<file path="config.mk">
export PLATFORM = sky130hd
export DESIGN_NAME = mine_game_ctrl
export DESIGN_NICKNAME = d
export VERILOG_FILES = /design/src/rtl/mine_pkg.sv /design/src/rtl/mine_nbr_count.sv /design/src/rtl/mine_game_ctrl.sv
export SDC_FILE = /design/constraint.sdc
export NUM_CORES = 1
export LEC_CHECK = 0
export BUFFER_PORTS_ARGS = -buffer_cell sky130_fd_sc_hd__buf_2
export CORE_UTILIZATION = 54
export CTS_BUF_LIST = sky130_fd_sc_hd__clkbuf_4
export CTS_CLUSTER_DIAMETER = 30
export DETAILED_ROUTE_END_ITERATION = 7
export GPL_ROUTABILITY_DRIVEN = 0
export PLACE_DENSITY = 0.8
export SETUP_SLACK_MARGIN = 0.15
export SLEW_MARGIN = 40
export SYNTH_ARGS = -nofsm -noshare
export SYNTH_HDL_FRONTEND = slang
export SYNTH_HIERARCHICAL = 1
export SYNTH_SLANG_ARGS = --single-unit
</file>
<file path="constraint.sdc">
create_clock -name clk -period 7.4 [get_ports clk]
set_input_delay 0.37 -clock clk [delete_from_list [all_inputs] [get_ports clk]]
set_output_delay 0.37 -clock clk [all_outputs]
set_load 0.005 [all_outputs]
</file>
<file path="src/rtl/mine_pkg.sv">
// Shared types, constants and helpers for the 6x6 minesweeper datapath.
package mine_pkg;

  localparam int unsigned ROWS  = 6;
  localparam int unsigned COLS  = 6;
  localparam int unsigned MINES = 5;
  localparam int unsigned CELLS = ROWS * COLS;

  typedef enum logic [2:0] {
    ST_IDLE,
    ST_ARM,
    ST_SETUP,
    ST_PLAY,
    ST_CHECK,
    ST_COUNT,
    ST_RESP,
    ST_DONE
  } state_e;

  localparam logic OP_REVEAL = 1'b0;
  localparam logic OP_FLAG   = 1'b1;

  // Linear cell index, row-major on x; shared with the mine placer.
  function automatic logic [5:0] cell_idx(input logic [2:0] x, input logic [2:0] y);
    return 6'(6'(x) * 6'(COLS) + 6'(y));
  endfunction

  function automatic logic [5:0] popcount(input logic [CELLS-1:0] v);
    logic [5:0] n;
    n = '0;
    for (int i = 0; i < CELLS; i++) n = n + 6'(v[i]);
    return n;
  endfunction

endpackage

</file>
<file path="src/rtl/mine_nbr_count.sv">
// Sequential neighbour mine counter: one neighbour per cycle, neighbour 0 on the go edge.
module mine_nbr_count
  import mine_pkg::*;
(
  input  logic        clk,
  input  logic        rst_n,
  input  logic        go,
  input  logic [2:0]  x,
  input  logic [2:0]  y,
  input  logic [35:0] cell_mine,
  output logic        done,
  output logic [3:0]  count
);

  // Offsets held as 4-bit two's complement.
  localparam logic [3:0] NEG1 = 4'hF;
  localparam logic [3:0] ZERO = 4'h0;
  localparam logic [3:0] POS1 = 4'h1;

  logic       busy;
  logic [2:0] step;
  logic [3:0] acc;
  logic [2:0] x_q, y_q;

  logic [2:0] cx, cy, sel;
  logic [3:0] dx, dy, nx, ny;
  logic       in_grid, hit;

  // Neighbour select, bounds check, then mine lookup.
  always_comb begin
    cx  = go ? x : x_q;
    cy  = go ? y : y_q;
    sel = go ? 3'd0 : step;
    dx  = ZERO;
    dy  = ZERO;
    case (sel)
      3'd0: begin dx = NEG1; dy = NEG1; end
      3'd1: begin dx = NEG1; dy = ZERO; end
      3'd2: begin dx = NEG1; dy = POS1; end
      3'd3: begin dx = ZERO; dy = NEG1; end
      3'd4: begin dx = ZERO; dy = POS1; end
      3'd5: begin dx = POS1; dy = NEG1; end
      3'd6: begin dx = POS1; dy = ZERO; end
      default: begin dx = POS1; dy = POS1; end
    endcase
    nx = 4'(cx) + dx;
    ny = 4'(cy) + dy;
    // A step below zero wraps to 4'hF, so one unsigned compare covers both edges.
    in_grid = (nx < 4'(ROWS)) && (ny < 4'(COLS));
    hit     = in_grid && cell_mine[cell_idx(nx[2:0], ny[2:0])];
  end

  always_ff @(posedge clk or posedge rst_n) begin
    if (rst_n) begin
      busy  <= 1'b0;
      step  <= '0;
      acc   <= '0;
      x_q   <= '0;
      y_q   <= '0;
      done  <= 1'b0;
      count <= '0;
    end else begin
      done <= 1'b0;
      if (go) begin
        x_q  <= x;
        y_q  <= y;
        step <= 3'd1;
        acc  <= 4'(hit);
        busy <= 1'b1;
      end else if (busy) begin
        step <= step + 3'd1;
        acc  <= acc + 4'(hit);
        if (step == 3'd7) begin
          busy  <= 1'b0;
          done  <= 1'b1;
          count <= acc + 4'(hit);
        end
      end
    end
  end

endmodule

</file>
<file path="src/rtl/mine_game_ctrl.sv">
// Minesweeper game sequencer: arms the placer, serves reveal/flag commands, detects win/lose.
module mine_game_ctrl #(
  parameter int unsigned ROWS  = mine_pkg::ROWS,
  parameter int unsigned COLS  = mine_pkg::COLS,
  parameter int unsigned MINES = mine_pkg::MINES
) (
  input  logic        clk,
  input  logic        rst_n,
  input  logic        start,
  output logic        place_rst,
  input  logic        play_enable,
  input  logic [35:0] cell_mine,
  input  logic        cmd_valid,
  output logic        cmd_ready,
  input  logic        cmd_op,
  input  logic [2:0]  cmd_x,
  input  logic [2:0]  cmd_y,
  output logic        rsp_valid,
  output logic        rsp_err,
  output logic        rsp_hit,
  output logic [3:0]  rsp_count,
  output logic [35:0] revealed,
  output logic [35:0] flagged,
  output logic        game_over,
  output logic        win
);
  import mine_pkg::*;

  localparam int unsigned SAFE = ROWS * COLS - MINES;

  state_e      state, state_d;
  logic        op_q, op_d;
  logic [2:0]  x_q, x_d, y_q, y_d;
  logic [5:0]  idx_q, idx_d;
  logic [35:0] revealed_d, flagged_d;
  logic        game_over_d, win_d;
  logic        rsp_err_d, rsp_hit_d;
  logic [3:0]  rsp_count_d;
  logic        go, nbr_done;
  logic [3:0]  nbr_count;

  mine_nbr_count u_nbr (
    .clk       (clk),
    .rst_n     (rst_n),
    .go        (go),
    .x         (x_q),
    .y         (y_q),
    .cell_mine (cell_mine),
    .done      (nbr_done),
    .count     (nbr_count)
  );

  // Next state, command evaluation and status updates.
  always_comb begin
    state_d     = state;
    op_d        = op_q;
    x_d         = x_q;
    y_d         = y_q;
    idx_d       = idx_q;
    revealed_d  = revealed;
    flagged_d   = flagged;
    game_over_d = game_over;
    win_d       = win;
    rsp_err_d   = rsp_err;
    rsp_hit_d   = rsp_hit;
    rsp_count_d = rsp_count;
    go          = 1'b0;

    case (state)
      ST_IDLE: ;
      ST_ARM:   state_d = ST_SETUP;
      ST_SETUP: if (play_enable) state_d = ST_PLAY;
      ST_PLAY: begin
        if (cmd_valid && cmd_ready) begin
          op_d    = cmd_op;
          x_d     = cmd_x;
          y_d     = cmd_y;
          idx_d   = cell_idx(cmd_x, cmd_y);
          state_d = ST_CHECK;
        end
      end
      ST_CHECK: begin
        rsp_err_d   = 1'b0;
        rsp_hit_d   = 1'b0;
        rsp_count_d = '0;
        state_d     = ST_RESP;
        if (x_q >= 3'(ROWS) || y_q >= 3'(COLS)) begin
          rsp_err_d = 1'b1;
        end else if (op_q == OP_FLAG) begin
          if (revealed[idx_q]) rsp_err_d = 1'b1;
          else                 flagged_d[idx_q] = ~flagged[idx_q];
        end else if (flagged[idx_q]) begin
          rsp_err_d = 1'b1;
        end else if (revealed[idx_q]) begin
          go      = 1'b1;
          state_d = ST_COUNT;
        end else if (cell_mine[idx_q]) begin
          revealed_d[idx_q] = 1'b1;
          rsp_hit_d         = 1'b1;
          game_over_d       = 1'b1;
        end else begin
          revealed_d[idx_q] = 1'b1;
          go                = 1'b1;
          state_d           = ST_COUNT;
        end
      end
      ST_COUNT: begin
        if (nbr_done) begin
          rsp_count_d = nbr_count;
          state_d     = ST_RESP;
        end
      end
      ST_RESP:  state_d = game_over ? ST_DONE : ST_PLAY;
      ST_DONE:  ;
      default:  state_d = ST_IDLE;
    endcase

    // Win is judged as the response launches so it is visible with rsp_valid.
    if (state_d == ST_RESP && popcount(revealed_d & ~cell_mine) == 6'(SAFE)) begin
      win_d       = 1'b1;
      game_over_d = 1'b1;
    end

    if (start) begin
      state_d     = ST_ARM;
      revealed_d  = '0;
      flagged_d   = '0;
      game_over_d = 1'b0;
      win_d       = 1'b0;
      go          = 1'b0;
    end
  end

  always_ff @(posedge clk or posedge rst_n) begin
    if (rst_n) begin
      state     <= ST_IDLE;
      op_q      <= OP_REVEAL;
      x_q       <= '0;
      y_q       <= '0;
      idx_q     <= '0;
      revealed  <= '0;
      flagged   <= '0;
      game_over <= 1'b0;
      win       <= 1'b0;
      rsp_valid <= 1'b0;
      rsp_err   <= 1'b0;
      rsp_hit   <= 1'b0;
      rsp_count <= '0;
      cmd_ready <= 1'b0;
      place_rst <= 1'b0;
    end else begin
      state     <= state_d;
      op_q      <= op_d;
      x_q       <= x_d;
      y_q       <= y_d;
      idx_q     <= idx_d;
      revealed  <= revealed_d;
      flagged   <= flagged_d;
      game_over <= game_over_d;
      win       <= win_d;
      rsp_valid <= (state_d == ST_RESP);
      rsp_err   <= rsp_err_d;
      rsp_hit   <= rsp_hit_d;
      rsp_count <= rsp_count_d;
      cmd_ready <= (state_d == ST_PLAY);
      place_rst <= (state_d == ST_ARM);
    end
  end

endmodule

</file>
; Yosys cells after proc, flatten, opt, wreduce, memory -nomap -nowiden
; Cells that the tools add are included.
; W data, S select, Z words.
[classes]
reduce_logical = 23
muxes = 76
add_sub_neg = 41
n_bitwise = 5
magnitude_cmp = 7
multipliers = 2
n_eq_ne = 25
[ops]
columns = cell, n
row1 = $mux W36, 11
row2 = $add A6 B1 Y6, 30
row3 = $mux W1, 37
row4 = $and A36 B36 Y36, 1
row5 = $bwmux W36, 1
row6 = $not A36 Y36, 1
row7 = $or A36 B36 Y36, 1
row8 = $mux W3, 10
row9 = $eq A3 B3 Y1 const B, 9
row10 = $bmux W1 S6, 4
row11 = $pmux W4 S2, 3
row12 = $pmux W3 S6, 1
row13 = $eq A3 B2 Y1 const B, 5
row14 = $lt A6 B7 Y1 const B, 2
row15 = $add A6 B3 Y6, 2
row16 = $mux W4, 3
row17 = $ne A3 B2 Y1 const B, 4
row18 = $mul A3 B2 Y5 const B, 2
row19 = $mux W2, 5
row20 = $reduce_bool A2 Y1, 5
row21 = $eq A3 B1 Y1 const B, 3
row22 = $add A3 B4 Y4, 2
row23 = $lt A4 B3 Y1 const B, 2
row24 = $add A5 B1 Y6, 1
row25 = other kinds (23), 34
[totals]
input_bits = 48
wordCells = 201
reg_bits = 118

; Longest topological paths before layout
[depth]
depth_word = 50
depth_mapped = 30

; Cells and area by module
; The synthesis kept the hierarchy.
[by_module_without_submodules]
columns = module, cells_each, n_inst, area_each_um2, seq_area_each_um2
row1 = mine_game_ctrl, 691, 1, 6745.2, 2452.4
row2 = mine_nbr_count, 143, 1, 1591.5, 475.5

; Worst setup path after synthesis
; Ideal clock, no wire load.
[synth_timing]
kind = reg-to-reg
startpoint = register y_q[0] (netlist name)
endpoint = register game_over
path_slack_ns = 0.465
path_stages_with_launch = 25
n_path_buf = 3
arrival_ns = 6.851
path_cell_list = dfrtp_1 -> buf_4 -> and2_0 -> buf_2 -> a221o_1 -> a222oi_1 -> o221a_2 -> and4b_4 -> buf_6 -> a41oi_1 -> or2_1 -> fa_1 -> fa_1 -> inv_1 -> fa_1 -> fa_1 -> fa_1 -> fa_1 -> ha_1 -> inv_1 -> fa_1 -> xor2_1 -> nor4b_1 -> nand4_1 -> o22ai_1
[synth_lines]
columns = element, line
row1 = end signal: assignment, mine_game_ctrl.sv:159  ; game_over <= game_over_d;
row2 = end: declaration, mine_game_ctrl.sv:24  ; output logic game_over,

==> results.yml <==
logic_synthesis:
  synth_cells: 834
  yosysWarnings: 6
  synth-edff-count: 0
  muxShareOfSynthArea: 0.1339
  synth_top_area_share: 0.3512
  avgSynthCellArea_um2: 9.996
  synth_fa_ha_area_frac: 0.1237
  ys_seq_area_frac: 0.3512
  async_flop_share: 1.000
  synth_cell_types: 68
  yosys-top-cells-area: "dfrtp_1 35%, fa_1 8.2%, mux2i_1 7.4%"
  syn_area_um2: 8337
  yosys.area.top_type: "dfrtp_1"
  synth_flop_cell: "dfrtp_1"
  synth_compound_gate_area_share: 0.1255
  yosys_register_bits: 117
  yosys.area_share.simple: 0.1822
  synth-xor-area-share: 0.02371
  synth_top_family_by_area: "simple AND/OR/NAND/NOR gates"
  syn_nets: 944
worst_setup_path:
  r2r-start: "y_q[0]"
  timing.rr.end: "game_over"
  crit_path_end_kind: "flop"
  required_ns: 7.91
  cp.arrival_ns: 7.68
  start_kind: "flop"
  r2r_cells: 23
  worstSetupPathType: "flop to flop"
  crit_fanout: 6
  reg2reg_slack_ns: 0.23
sta:
  period_needed_ns: 7.171
  setup_viol: 0
  relSlewSlack: 0.4871
  fin_skew_ns: 0.02823
  hold_violations: 0
  finalSetupTns_ns: 0
  tightest_slew_ns: 0.7694
  fmax_ghz: 0.1395
  maxSlewViolCount: 0
  rsz0062_at_grt: "true"
  setup_slack_ns: 0.2292
  fin_crit_sh: 0.9690
floorplanning:
  initial_core_util: 0.5504
  std_cell_rows: 45
  dieArea_um2: 15940
  fp.dieW_um: 126.3
  ioPinCount: 131
  die_y_um: 126.3
  core_um2: 15150
power_and_ir_drop:
  combPwrFrac: 0.637
  p_sw_mw: 1.815
  share_seq_of_total_power: 0.220
  power_density_nw_per_um2: 388.3
  intPower_mw: 2.010
  leakagePower_nw: 4.858
  p_sw_frac: 0.4744
  ir_worst_vdd_mv: 0.4565
  pwr-share-clk: 0.143
clock_tree:
  clkTransAtPathRegs_ns: 0.11
  tritoncts: "done"
  h-tree-depth: 4
  clock_path_buffers: 2
  cts_root_buffer: "clkbuf_4"
  cts_num_sinks: 117
  clock_latency_ns: 0.60
  cts_buffers: 17
detailed_routing:
  topRoutingLayerUsed: "met4"
  num_vias: 7734
  wl_met3_mm: 3.003
  antenna_left: 0
  first_pass_iters: 8
  wl_met1_mm: 10.36
  viasPerCell: 6.532
  wl_met2_mm: 11.31
  drc: 0
  routedWlPerCell_um: 22.04
  drtIter0Drc: 1170
  routed_wl_mm: 26.09
hold_path:
  hold_path_class: "input pin to flop"
  min_from: "cmd_op"
  hold_path_end: "op_q"
  whs_path_depth: 2
final_layout:
  postLayoutCellArea_um2: 9851
  layout.nets: 1092
  final_core_util: 0.6504
  drive_above_1_share: 0.2824
  ff_latch_area_um2: 2932
  multi_input_area_um2: 5026
  fill_cells: 1172
  final_cells: 1184
  syn_to_final_growth_pct: 18.16
flow_run:
  maxCapViolations: 0
place:
  placedCellCount: 1128
  pre_cts_ws_ns: 0.002324
  dp_hpwl_mm: 18.20
  io_buffer_count: 130
  postPlaceCellArea_um2: 9228
global_route:
  grt_use_total: 0.3335
  antenna_found_initial: 1
  grt_start_max_net_pins: 91
  first_global_vias: 7268
  grt_pass1_wl_mm: 40.03
  grt.overflow.total: 0
status:
  status: "complete, no violations"
[layout make-up]
cell class                      count  area share
Timing Repair Buffer              190      0.1169
Clock buffer                       18     0.01372
Clock inverter                     14     0.01854
Multi-Input combinational cell    607      0.5102
Antenna cell                        1   0.0002540
Tap cell                          188     0.02388
Inverter                           49     0.01893
Sequential cell                   117      0.2976
[cells by family (layout without fill, tap and decap cells)]
group	count (synthesis)	after routing
other	0	1
adder cells (fa/ha/maj)	62	62
flip-flops	117	117
buffers and inverters	111	271
AND/OR/NAND/NOR	292	293
multiplexers	94	94
XOR/XNOR	21	21
AO/OA/AOI/OAI	137	137
[Yosys cell counts (all sizes together), types with 3 or more instances]
cell	n
a22oi	8
mux2	20
o31ai	21
nor3	14
ha	28
o21ai	16
buf	30
a22o	8
a222oi	3
o31a	3
a221o	4
o22ai	7
o32ai	5
nor2	66
xor2	12
fa	34
mux2i	62
or2	6
inv	47
xnor2	8
dfrtp	117
a221oi	5
and3	3
nand2b	62
a21oi	15
nor3b	6
nor2b	3
nand3	55
a41oi	24
a21o	7
nand4	4
clkbuf	32
mux4	12
and3b	4
or3	3
nand3b	10
nand2	49
[per-stage QoR]
stage	hold slack [ns]	total power, mW
final	0.02651	3.825
after global routing	0.02728	4.055
after CTS	0.001237	3.672
after detailed placement	0.4591	3.109
after global placement	0.4620	3.038
after floorplan	0.3211	2.479
[registers in the layout, indices dropped and copies added, names as in the netlist, 3 cells and up]
signal	count
u_nbr/x_q	3
x_q	3
flagged	36
idx_q	5
rsp_count	4
revealed	36
u_nbr/count	4
u_nbr/step	3
state	3
u_nbr/y_q	3
u_nbr/acc	4
y_q	3
[how the worst max path moves through the flow]
stage | startpoint | to | slack (ns) | cells past startpoint
floorplan | y_q[0] | game_over | 0.47 | 24
global placement | y_q[0] | game_over | 0.22 | 21
detailed placement | y_q[0] | game_over | 0.002 | 21
CTS | y_q[0] | game_over | 0.19 | 22
global route | y_q[0] | game_over | 0.01 | 23
finish | y_q[0] | game_over | 0.23 | 23
[critical path, cell delays in order, from the launching register on]
cell and delay, ns:
dfrtp_2 0.48, mux2_4 0.32, a221o_1 0.31, a222oi_1 0.33
o221a_2 0.31, and4b_4 0.31, buf_6 0.12, buf_6 0.10
nand2_8 0.07, o31a_1 0.27, fa_1 0.51, inv_2 0.05
fa_1 0.51, fa_1 0.54, fa_1 0.57, fa_1 0.43
fa_1 0.51, ha_2 0.19, inv_2 0.04, fa_2 0.36
xor2_1 0.15, nor4b_2 0.27, nand4_1 0.15, o22ai_1 0.19
[metal layers]
metal / GRT usage / vias up
li1: - / 3284
met5: 0 / -
met2: 0.4862 / 626
met3: 0.08114 / 146
met4: 0.1857 / 0
met1: 0.4569 / 3678
[cells in the final DEF, fill, tap and decap left out, types with 14 or more instances in the layout]
cell	count
nand2_1	47
nand2b_1	62
mux2i_1	62
clkbuf_4	18
nand3_1	55
mux2_2	18
a41oi_1	21
fa_1	33
ha_1	27
buf_4	48
buf_2	131
a21oi_1	14
o31ai_1	18
inv_1	43
nor2_1	65
dfrtp_1	114
o21ai_0	15
[power groups by stage]
| stage | Sequential, mW | Clock (mW) | Combinational (mW) |
|---|---|---|---|
| 3_3_place_gp | 0.855 | 0 | 2.18 |
| 2_1_floorplan | 0.784 | 0 | 1.70 |
| 5_1_grt | 0.853 | 0.572 | 2.63 |
| 6_report | 0.841 | 0.546 | 2.44 |
| 3_5_place_dp | 0.861 | 0 | 2.25 |
| 4_1_cts | 0.848 | 0.547 | 2.28 |
[timing repair]
action                                  in CTS  in global routing
hold endpoints to repair                    59                  0
gates resized for setup                      5                 20
endpoints found under the setup margin       2                  2
hold buffers                                 1                  0
buffers inserted                             5                 15
pin swaps                                    1                 28
cloned                                       1                  0
Note: power is estimated with default switching activity, not from simulation.
